==> src/rtl/axil_write_arbiter_if.sv <==
// ---------------------------------------------------------------------------
// axil_write_arbiter_if
//   Bundles the write-channel signals of the two-requester AXI-lite write
//   arbiter: the two upstream manager ports (S_AXI_*) and the single
//   downstream subordinate port (M_AXI_*).
//
//   Parameters
//     C_AXI_ADDR_WIDTH : address width on both sides
//     C_AXI_DATA_WIDTH : fixed at 32 (localparam); strobe width = data/8
//
//   Modports
//     slave  : arbiter view (S_AXI valids/data in, readies/resp out;
//              M_AXI valids/data out, readies/resp in)
//     master : environment view, exact mirror of slave
//
//   Upstream vectors are packed per requester: requester i owns bit i of
//   each 1-bit-per-requester signal and slice [i*W +: W] of wider fields.
// ---------------------------------------------------------------------------
interface axil_write_arbiter_if #(
    parameter int C_AXI_ADDR_WIDTH = 4
);
    localparam int C_AXI_DATA_WIDTH = 32;
    localparam int C_AXI_STRB_WIDTH = C_AXI_DATA_WIDTH / 8;

    // upstream, two requesters
    logic [1:0]                      S_AXI_AWVALID;
    logic [1:0]                      S_AXI_AWREADY;
    logic [2*C_AXI_ADDR_WIDTH-1:0]   S_AXI_AWADDR;
    logic [1:0]                      S_AXI_WVALID;
    logic [1:0]                      S_AXI_WREADY;
    logic [2*C_AXI_DATA_WIDTH-1:0]   S_AXI_WDATA;
    logic [2*C_AXI_STRB_WIDTH-1:0]   S_AXI_WSTRB;
    logic [1:0]                      S_AXI_BVALID;
    logic [1:0]                      S_AXI_BREADY;
    logic [3:0]                      S_AXI_BRESP;

    // downstream, single subordinate
    logic                            M_AXI_AWVALID;
    logic                            M_AXI_AWREADY;
    logic [C_AXI_ADDR_WIDTH-1:0]     M_AXI_AWADDR;
    logic [2:0]                      M_AXI_AWPROT;
    logic                            M_AXI_WVALID;
    logic                            M_AXI_WREADY;
    logic [C_AXI_DATA_WIDTH-1:0]     M_AXI_WDATA;
    logic [C_AXI_STRB_WIDTH-1:0]     M_AXI_WSTRB;
    logic                            M_AXI_BVALID;
    logic                            M_AXI_BREADY;
    logic [1:0]                      M_AXI_BRESP;

    modport slave (
        input  S_AXI_AWVALID, S_AXI_AWADDR, S_AXI_WVALID, S_AXI_WDATA,
               S_AXI_WSTRB, S_AXI_BREADY,
        output S_AXI_AWREADY, S_AXI_WREADY, S_AXI_BVALID, S_AXI_BRESP,
        output M_AXI_AWVALID, M_AXI_AWADDR, M_AXI_AWPROT, M_AXI_WVALID,
               M_AXI_WDATA, M_AXI_WSTRB, M_AXI_BREADY,
        input  M_AXI_AWREADY, M_AXI_WREADY, M_AXI_BVALID, M_AXI_BRESP
    );

    modport master (
        output S_AXI_AWVALID, S_AXI_AWADDR, S_AXI_WVALID, S_AXI_WDATA,
               S_AXI_WSTRB, S_AXI_BREADY,
        input  S_AXI_AWREADY, S_AXI_WREADY, S_AXI_BVALID, S_AXI_BRESP,
        input  M_AXI_AWVALID, M_AXI_AWADDR, M_AXI_AWPROT, M_AXI_WVALID,
               M_AXI_WDATA, M_AXI_WSTRB, M_AXI_BREADY,
        output M_AXI_AWREADY, M_AXI_WREADY, M_AXI_BVALID, M_AXI_BRESP
    );
endinterface

==> src/rtl/axil_write_arbiter.sv <==
// ---------------------------------------------------------------------------
// axil_write_arbiter
//   Shares one AXI-lite subordinate write channel between two AXI-lite
//   managers. Complete writes (AW + W + B) are serialized: one requester is
//   granted in IDLE, its AW and W are forwarded in XFER (either order or the
//   same cycle), and its B is steered back in RESP. Read channels do not pass
//   through this block.
//
//   Ports
//     S_AXI_ACLK   : clock, rising edge
//     S_AXI_ARESET : asynchronous, active-high reset
//     bus          : axil_write_arbiter_if.slave (S_AXI_* upstream x2,
//                    M_AXI_* downstream x1)
//
//   Build option
//     AXIL_ARB_ROUND_ROBIN_EN : when defined, a tie in IDLE goes to the
//                               requester not served last; otherwise
//                               requester 0 always wins a tie.
// ---------------------------------------------------------------------------
module axil_write_arbiter #(
    parameter int C_AXI_ADDR_WIDTH = 4
) (
    input  logic                  S_AXI_ACLK,
    input  logic                  S_AXI_ARESET,
    axil_write_arbiter_if.slave   bus
);
    localparam int AW = C_AXI_ADDR_WIDTH;
    localparam int DW = 32;
    localparam int SW = DW / 8;

    typedef enum logic [1:0] {
        IDLE = 2'd0,
        XFER = 2'd1,
        RESP = 2'd2
    } state_t;

    state_t r_state;
    logic   r_grant;
    logic   r_last;
    logic   r_aw_done;
    logic   r_w_done;

    logic   [1:0] w_req;
    logic   w_pick;
    logic   w_aw_hs;
    logic   w_w_hs;
    logic   w_b_hs;

    // Only AWVALID opens a transaction; a lone WVALID waits in IDLE.
    assign w_req = bus.S_AXI_AWVALID;

`ifdef AXIL_ARB_ROUND_ROBIN_EN
    // Tie goes to whoever was not served last, so a waiting requester sees
    // at most one foreign write before its own.
    assign w_pick = (&w_req) ? ~r_last : w_req[1];
`else
    // Fixed priority: requester 0 wins any tie.
    assign w_pick = ~w_req[0];
`endif

    assign w_aw_hs = bus.M_AXI_AWVALID & bus.M_AXI_AWREADY;
    assign w_w_hs  = bus.M_AXI_WVALID  & bus.M_AXI_WREADY;
    assign w_b_hs  = bus.M_AXI_BVALID  & bus.M_AXI_BREADY;

    // Payload mux follows grant in every state, so downstream address/data
    // are stable and deterministic even while no valid is presented.
    assign bus.M_AXI_AWADDR = r_grant ? bus.S_AXI_AWADDR[AW +: AW] : bus.S_AXI_AWADDR[0 +: AW];
    assign bus.M_AXI_WDATA  = r_grant ? bus.S_AXI_WDATA[DW +: DW]  : bus.S_AXI_WDATA[0 +: DW];
    assign bus.M_AXI_WSTRB  = r_grant ? bus.S_AXI_WSTRB[SW +: SW]  : bus.S_AXI_WSTRB[0 +: SW];
    assign bus.M_AXI_AWPROT = 3'b000;

    // Handshake forwarding for the granted requester only; everything else
    // (including the non-granted requester's ready/valid/resp) is held at 0.
    always_comb begin
        bus.M_AXI_AWVALID = 1'b0;
        bus.M_AXI_WVALID  = 1'b0;
        bus.M_AXI_BREADY  = 1'b0;
        bus.S_AXI_AWREADY = 2'b00;
        bus.S_AXI_WREADY  = 2'b00;
        bus.S_AXI_BVALID  = 2'b00;
        bus.S_AXI_BRESP   = 4'b0000;
        case (r_state)
            XFER: begin
                // *_done masks each channel after its handshake so AW and W
                // each cross exactly once per transaction.
                bus.M_AXI_AWVALID          = bus.S_AXI_AWVALID[r_grant] & ~r_aw_done;
                bus.S_AXI_AWREADY[r_grant] = bus.M_AXI_AWREADY & ~r_aw_done;
                bus.M_AXI_WVALID           = bus.S_AXI_WVALID[r_grant] & ~r_w_done;
                bus.S_AXI_WREADY[r_grant]  = bus.M_AXI_WREADY & ~r_w_done;
            end
            RESP: begin
                bus.M_AXI_BREADY          = bus.S_AXI_BREADY[r_grant];
                bus.S_AXI_BVALID[r_grant] = bus.M_AXI_BVALID;
                if (r_grant)
                    bus.S_AXI_BRESP[3:2] = bus.M_AXI_BRESP;
                else
                    bus.S_AXI_BRESP[1:0] = bus.M_AXI_BRESP;
            end
            default: ;
        endcase
    end

    always_ff @(posedge S_AXI_ACLK or posedge S_AXI_ARESET) begin
        if (S_AXI_ARESET) begin
            r_state   <= IDLE;
            r_grant   <= 1'b0;
            r_last    <= 1'b1;
            r_aw_done <= 1'b0;
            r_w_done  <= 1'b0;
        end else begin
            case (r_state)
                IDLE: begin
                    if (|w_req) begin
                        r_grant   <= w_pick;
                        r_aw_done <= 1'b0;
                        r_w_done  <= 1'b0;
                        r_state   <= XFER;
                    end
                end
                XFER: begin
                    if (w_aw_hs)
                        r_aw_done <= 1'b1;
                    if (w_w_hs)
                        r_w_done <= 1'b1;
                    // Counts a handshake landing this cycle, so AW+W together
                    // move to RESP in a single XFER cycle.
                    if ((r_aw_done | w_aw_hs) & (r_w_done | w_w_hs))
                        r_state <= RESP;
                end
                RESP: begin
                    if (w_b_hs) begin
                        r_last  <= r_grant;
                        r_state <= IDLE;
                    end
                end
                default: r_state <= IDLE;
            endcase
        end
    end
endmodule

==> src/flat_wrapper.sv <==
// flat-port wrapper written by rule: the top's interface ports become plain ports
module axil_write_arbiter_flat 
#(
    parameter int C_AXI_ADDR_WIDTH = 4
)
  (S_AXI_ACLK, S_AXI_ARESET, bus_S_AXI_AWVALID, bus_S_AXI_AWADDR, bus_S_AXI_WVALID, bus_S_AXI_WDATA, bus_S_AXI_WSTRB, bus_S_AXI_BREADY, bus_S_AXI_AWREADY, bus_S_AXI_WREADY, bus_S_AXI_BVALID, bus_S_AXI_BRESP, bus_M_AXI_AWVALID, bus_M_AXI_AWADDR, bus_M_AXI_AWPROT, bus_M_AXI_WVALID, bus_M_AXI_WDATA, bus_M_AXI_WSTRB, bus_M_AXI_BREADY, bus_M_AXI_AWREADY, bus_M_AXI_WREADY, bus_M_AXI_BVALID, bus_M_AXI_BRESP);
  axil_write_arbiter_if #(.C_AXI_ADDR_WIDTH(C_AXI_ADDR_WIDTH)) bus_i ();
  input  logic S_AXI_ACLK;
  input  logic S_AXI_ARESET;
  input wire logic [$bits(bus_i.S_AXI_AWVALID)-1:0] bus_S_AXI_AWVALID;
  input wire logic [$bits(bus_i.S_AXI_AWADDR)-1:0] bus_S_AXI_AWADDR;
  input wire logic [$bits(bus_i.S_AXI_WVALID)-1:0] bus_S_AXI_WVALID;
  input wire logic [$bits(bus_i.S_AXI_WDATA)-1:0] bus_S_AXI_WDATA;
  input wire logic [$bits(bus_i.S_AXI_WSTRB)-1:0] bus_S_AXI_WSTRB;
  input wire logic [$bits(bus_i.S_AXI_BREADY)-1:0] bus_S_AXI_BREADY;
  output wire logic [$bits(bus_i.S_AXI_AWREADY)-1:0] bus_S_AXI_AWREADY;
  output wire logic [$bits(bus_i.S_AXI_WREADY)-1:0] bus_S_AXI_WREADY;
  output wire logic [$bits(bus_i.S_AXI_BVALID)-1:0] bus_S_AXI_BVALID;
  output wire logic [$bits(bus_i.S_AXI_BRESP)-1:0] bus_S_AXI_BRESP;
  output wire logic [$bits(bus_i.M_AXI_AWVALID)-1:0] bus_M_AXI_AWVALID;
  output wire logic [$bits(bus_i.M_AXI_AWADDR)-1:0] bus_M_AXI_AWADDR;
  output wire logic [$bits(bus_i.M_AXI_AWPROT)-1:0] bus_M_AXI_AWPROT;
  output wire logic [$bits(bus_i.M_AXI_WVALID)-1:0] bus_M_AXI_WVALID;
  output wire logic [$bits(bus_i.M_AXI_WDATA)-1:0] bus_M_AXI_WDATA;
  output wire logic [$bits(bus_i.M_AXI_WSTRB)-1:0] bus_M_AXI_WSTRB;
  output wire logic [$bits(bus_i.M_AXI_BREADY)-1:0] bus_M_AXI_BREADY;
  input wire logic [$bits(bus_i.M_AXI_AWREADY)-1:0] bus_M_AXI_AWREADY;
  input wire logic [$bits(bus_i.M_AXI_WREADY)-1:0] bus_M_AXI_WREADY;
  input wire logic [$bits(bus_i.M_AXI_BVALID)-1:0] bus_M_AXI_BVALID;
  input wire logic [$bits(bus_i.M_AXI_BRESP)-1:0] bus_M_AXI_BRESP;
  assign bus_i.S_AXI_AWVALID = bus_S_AXI_AWVALID;
  assign bus_i.S_AXI_AWADDR = bus_S_AXI_AWADDR;
  assign bus_i.S_AXI_WVALID = bus_S_AXI_WVALID;
  assign bus_i.S_AXI_WDATA = bus_S_AXI_WDATA;
  assign bus_i.S_AXI_WSTRB = bus_S_AXI_WSTRB;
  assign bus_i.S_AXI_BREADY = bus_S_AXI_BREADY;
  assign bus_S_AXI_AWREADY = bus_i.S_AXI_AWREADY;
  assign bus_S_AXI_WREADY = bus_i.S_AXI_WREADY;
  assign bus_S_AXI_BVALID = bus_i.S_AXI_BVALID;
  assign bus_S_AXI_BRESP = bus_i.S_AXI_BRESP;
  assign bus_M_AXI_AWVALID = bus_i.M_AXI_AWVALID;
  assign bus_M_AXI_AWADDR = bus_i.M_AXI_AWADDR;
  assign bus_M_AXI_AWPROT = bus_i.M_AXI_AWPROT;
  assign bus_M_AXI_WVALID = bus_i.M_AXI_WVALID;
  assign bus_M_AXI_WDATA = bus_i.M_AXI_WDATA;
  assign bus_M_AXI_WSTRB = bus_i.M_AXI_WSTRB;
  assign bus_M_AXI_BREADY = bus_i.M_AXI_BREADY;
  assign bus_i.M_AXI_AWREADY = bus_M_AXI_AWREADY;
  assign bus_i.M_AXI_WREADY = bus_M_AXI_WREADY;
  assign bus_i.M_AXI_BVALID = bus_M_AXI_BVALID;
  assign bus_i.M_AXI_BRESP = bus_M_AXI_BRESP;
  axil_write_arbiter #(.C_AXI_ADDR_WIDTH(C_AXI_ADDR_WIDTH)) u_core (.S_AXI_ACLK(S_AXI_ACLK), .S_AXI_ARESET(S_AXI_ARESET), .bus(bus_i));
endmodule
==> config.mk <==
export PLATFORM = sky130hd
export DESIGN_NAME = axil_write_arbiter_flat
export DESIGN_NICKNAME = d
export VERILOG_FILES = /design/src/rtl/axil_write_arbiter_if.sv /design/src/rtl/axil_write_arbiter.sv /design/src/flat_wrapper.sv
export SDC_FILE = /design/constraint.sdc
export NUM_CORES = 1
export LEC_CHECK = 0
export BUFFER_PORTS_ARGS = -buffer_cell sky130_fd_sc_hd__buf_4
export CAP_MARGIN = 20
export CORE_AREA = 2 2 58 60
export DETAILED_ROUTE_END_ITERATION = 10
export DIE_AREA = 0 0 60 62
export GPL_TIMING_DRIVEN = 0
export PLACE_DENSITY = 0.84
export SYNTH_ARGS = -nofsm -noshare
export SYNTH_HDL_FRONTEND = slang
export SYNTH_SLANG_ARGS = --single-unit
==> constraint.sdc <==
create_clock -name S_AXI_ACLK -period 4.1 [get_ports S_AXI_ACLK]
set_clock_uncertainty 0.15 [all_clocks]
set_input_delay 0 -clock S_AXI_ACLK [delete_from_list [all_inputs] [get_ports S_AXI_ACLK]]
set_output_delay 0 -clock S_AXI_ACLK [all_outputs]
set_load 0.05 [all_outputs]
==> results.cfg <==
[route]
num_vias = 1358
drt-pass1-iter-count = 4
viasPerCell = 4.44
drt_iter0_markers = 26
postRouteAntennaNets = 0
drt_wl_total_um = 3820
drc = 0
routedWlPerCell_um = 12.5

[pwr]
pwr-share-comb = 0.890
p_clk_frac = 0.039
ir_worst_vdd_uv = 413
power.switching_mw = 0.859
power_density_nw_per_um2 = 680
power_mw = 1.47
intPower_mw = 0.607
p_seq_frac = 0.071
power.leakage_nw = 1.14
sw_frac_of_total = 0.586

[logic_synthesis]
yosysSeqAreaShare = 0.139
synth_compound_area_frac = 0.0809
synth-seq-cells = 5
synthSimpleGateAreaFrac = 0.158
synth.area.mux_share = 0.536
syn_inst = 101
synth_xor_area_frac = 0
yosysUniqueCellTypes = 20
syn_avg_cell_area_sq_um = 8.88
yosys_warnings = 0
async_flop_share = 1.00
synth_fa_ha_area_frac = 0
synth_edf_count = 0
synth_top_family_by_area = multiplexers
synth-main-ff-cell = dfrtp_1
syn_area_sq_um = 897

[timing]
fmax_mhz = 519
slew_violations = 0
fin_crit_sh = 0.470
finalSetupViolations = 0
fin_crit_ps = 1930
rsz0062_at_grt = no
fin_tns_setup_ps = 0
hold_viol = 0

[clock_network]
clock_sinks = 5
post_cts_resized = 0
cts_tree = yes
cts_buffer_depth = 2
path_clk_slew_ps = 40
h-tree-depth = 1
root_buffer = clkbuf_4
numCtsBuffers = 3
insertion_delay_ps = 240

[setup_path]
crit_chain = buf_4, buf_2, buf_2, mux2_2, buf_4
crit_path_start_kind = flop
critPathArrivalTime_ps = 1780
worst-r2r-cell-count = 6
regToRegEndpoint = u_core.r_grant
crit_family = buffers and inverters
endpoint_kind = output pin
r2r_slack_ps = 2190
cp_slowest_stage_delay_ps = 370
cp.required_ps = 3950
crit_type = reg2out
critPathSlowestCell = mux2_2
worstPathMaxFanout = 10
worst-path-buf-inv = 4
r2r_start = u_core.r_grant

[floorplanning]
die_h_um = 62
fp.dieW_um = 60
dieArea_sq_um = 3720
core-area_sq_um = 3180
io_pins = 149
start_util = 0.282
rows = 21

[place]
hpwl_um = 3210
port_buffers = 145
placed_area_sq_um = 2050
gp_congestion = 0.844

[grt]
grt_pass1_vias = 1252
grt_pass1_wl_um = 5120
antenna_found_initial = 0
grt_max_degree = 11
overflow = 0
grt_usage = 0.182

[layout]
n_antenna_cell = 0
fin_area_sq_um = 2160
drive_gt1_frac = 0.762
final_nets = 354
syn2layout_area_growth_pct = 140
n_fill_cell = 270

[run_status]
status = complete, no violations

[worst_hold_path]
hp-class = in2async

[job]
max-cap-violations = 0
kinds of logic (layout without fill, tap and decap cells):
| group | Yosys count | after routing |
|---|---|---|
| AOI/OAI and AO/OA | 10 | 10 |
| buffers and inverters | 14 | 171 |
| DFF | 5 | 5 |
| muxes | 43 | 43 |
| other | 1 | 3 |
| and+or+nand+nor | 28 | 28 |
Yosys cell counts, drive strengths merged, types with 2 or more instances:
| cell | count | area, sq um |
|---|---|---|
| o21ai | 4 | 20.0 |
| nand2b | 5 | 31.3 |
| buf | 9 | 55.1 |
| mux2 | 40 | 450 |
| nor2 | 10 | 37.5 |
| inv | 5 | 18.8 |
| dfrtp | 5 | 125 |
| mux2i | 3 | 30.0 |
| nor3b | 2 | 15.0 |
| nand2 | 3 | 11.3 |
| o2bb2ai | 2 | 17.5 |
| nor3 | 2 | 10.0 |
| nor2b | 3 | 18.8 |
| a21oi | 2 | 10.0 |
| and3 | 2 | 12.5 |
what timing repair did:
action / in CTS / in global routing
hold buffers: 8 / 0
buffers inserted: 0 / 0
hold endpoints to repair: 10 / 0
metrics by stage:
stage | std cells | worst slack [ps] | util | hold slack [ps]
after floorplan | 103 | 2220 | - | -371
after global placement | 294 | 2440 | 0.645 | -231
after detailed placement | 294 | 2430 | 0.645 | -228
after CTS | 306 | 2160 | 0.678 | 61.5
after global routing | 306 | 2050 | 0.678 | 72.8
final | 306 | 2170 | 0.678 | 75.8
sequential cells by signal, indices dropped and copies added (netlist names):
register / count
u_core.r_grant: 1
u_core.r_w_done: 1
u_core.r_state: 2
u_core.r_aw_done: 1
power by group through the flow:
stage | logic (mW) | registers (mW) | clock network (mW)
floorplan | 0.948 | 0.0943 | 0
global placement | 1.28 | 0.104 | 0
detailed placement | 1.29 | 0.105 | 0
CTS | 1.31 | 0.104 | 0.0594
global route | 1.37 | 0.108 | 0.0631
finish | 1.30 | 0.104 | 0.0578
worst reg2reg max path, delay by kind of cell, from the launching register on:
| kind | cells | cell delay [ps] |
|---|---|---|
| flops | 1 | 360 |
| buf+inv | 4 | 1100 |
| compound gates | 2 | 180 |
area by class of cell:
type | instances | area (sq um) | share of cell area
Tap cell | 46 | 57.6 | 0.0267
Clock buffer | 4 | 26.3 | 0.0122
Buffer | 9 | 55.1 | 0.0255
Inverter | 5 | 18.8 | 0.00870
Timing Repair Buffer | 153 | 1170 | 0.542
Sequential cell | 5 | 125 | 0.0580
Multi-Input combinational cell | 84 | 706 | 0.327
cell usage in the layout (no fill, tap or decap):
master and instances:
o2bb2ai_1 2, and3_1 2, mux2i_1 3, o41ai_2 1, nor3b_1 2, inv_1 5
o31a_1 1, nand3_1 1, conb_1 3, nor2b_1 3, o21ai_0 4, nor2_1 10
nand2b_1 5, nor3_1 2, nand2_1 3, a21oi_1 2, buf_2 5, mux2_2 40
dfrtp_1 5, clkbuf_4 3, dlygate4sd3_1 8, clkbuf_1 1, buf_4 149
routing by layer:
metal	routed length [um]	part of all wire	up-vias	GRT usage
li1	-	-	672	-
met1	1230	0.32	608	0.174
met2	2200	0.58	74	0.384
met3	347	0.091	4	0.0269
met4	36	0.0094	0	0.0667
met5	0	0	-	0
how the worst max path moves through the flow:
| stage | from | to | slack, ps | cells past startpoint |
|---|---|---|---|---|
| after global routing | u_core.r_grant | bus_M_AXI_WDATA[28] | 2050 | 5 |
| after floorplan | u_core.r_grant | bus_M_AXI_AWVALID | 2220 | 3 |
| after CTS | u_core.r_grant | bus_M_AXI_WDATA[28] | 2160 | 5 |
| after detailed placement | u_core.r_grant | bus_M_AXI_WDATA[28] | 2430 | 5 |
| final | u_core.r_grant | bus_M_AXI_WDATA[28] | 2170 | 5 |
| after global placement | u_core.r_grant | bus_M_AXI_WDATA[28] | 2440 | 5 |
Note: power is estimated with default switching activity, not from simulation.
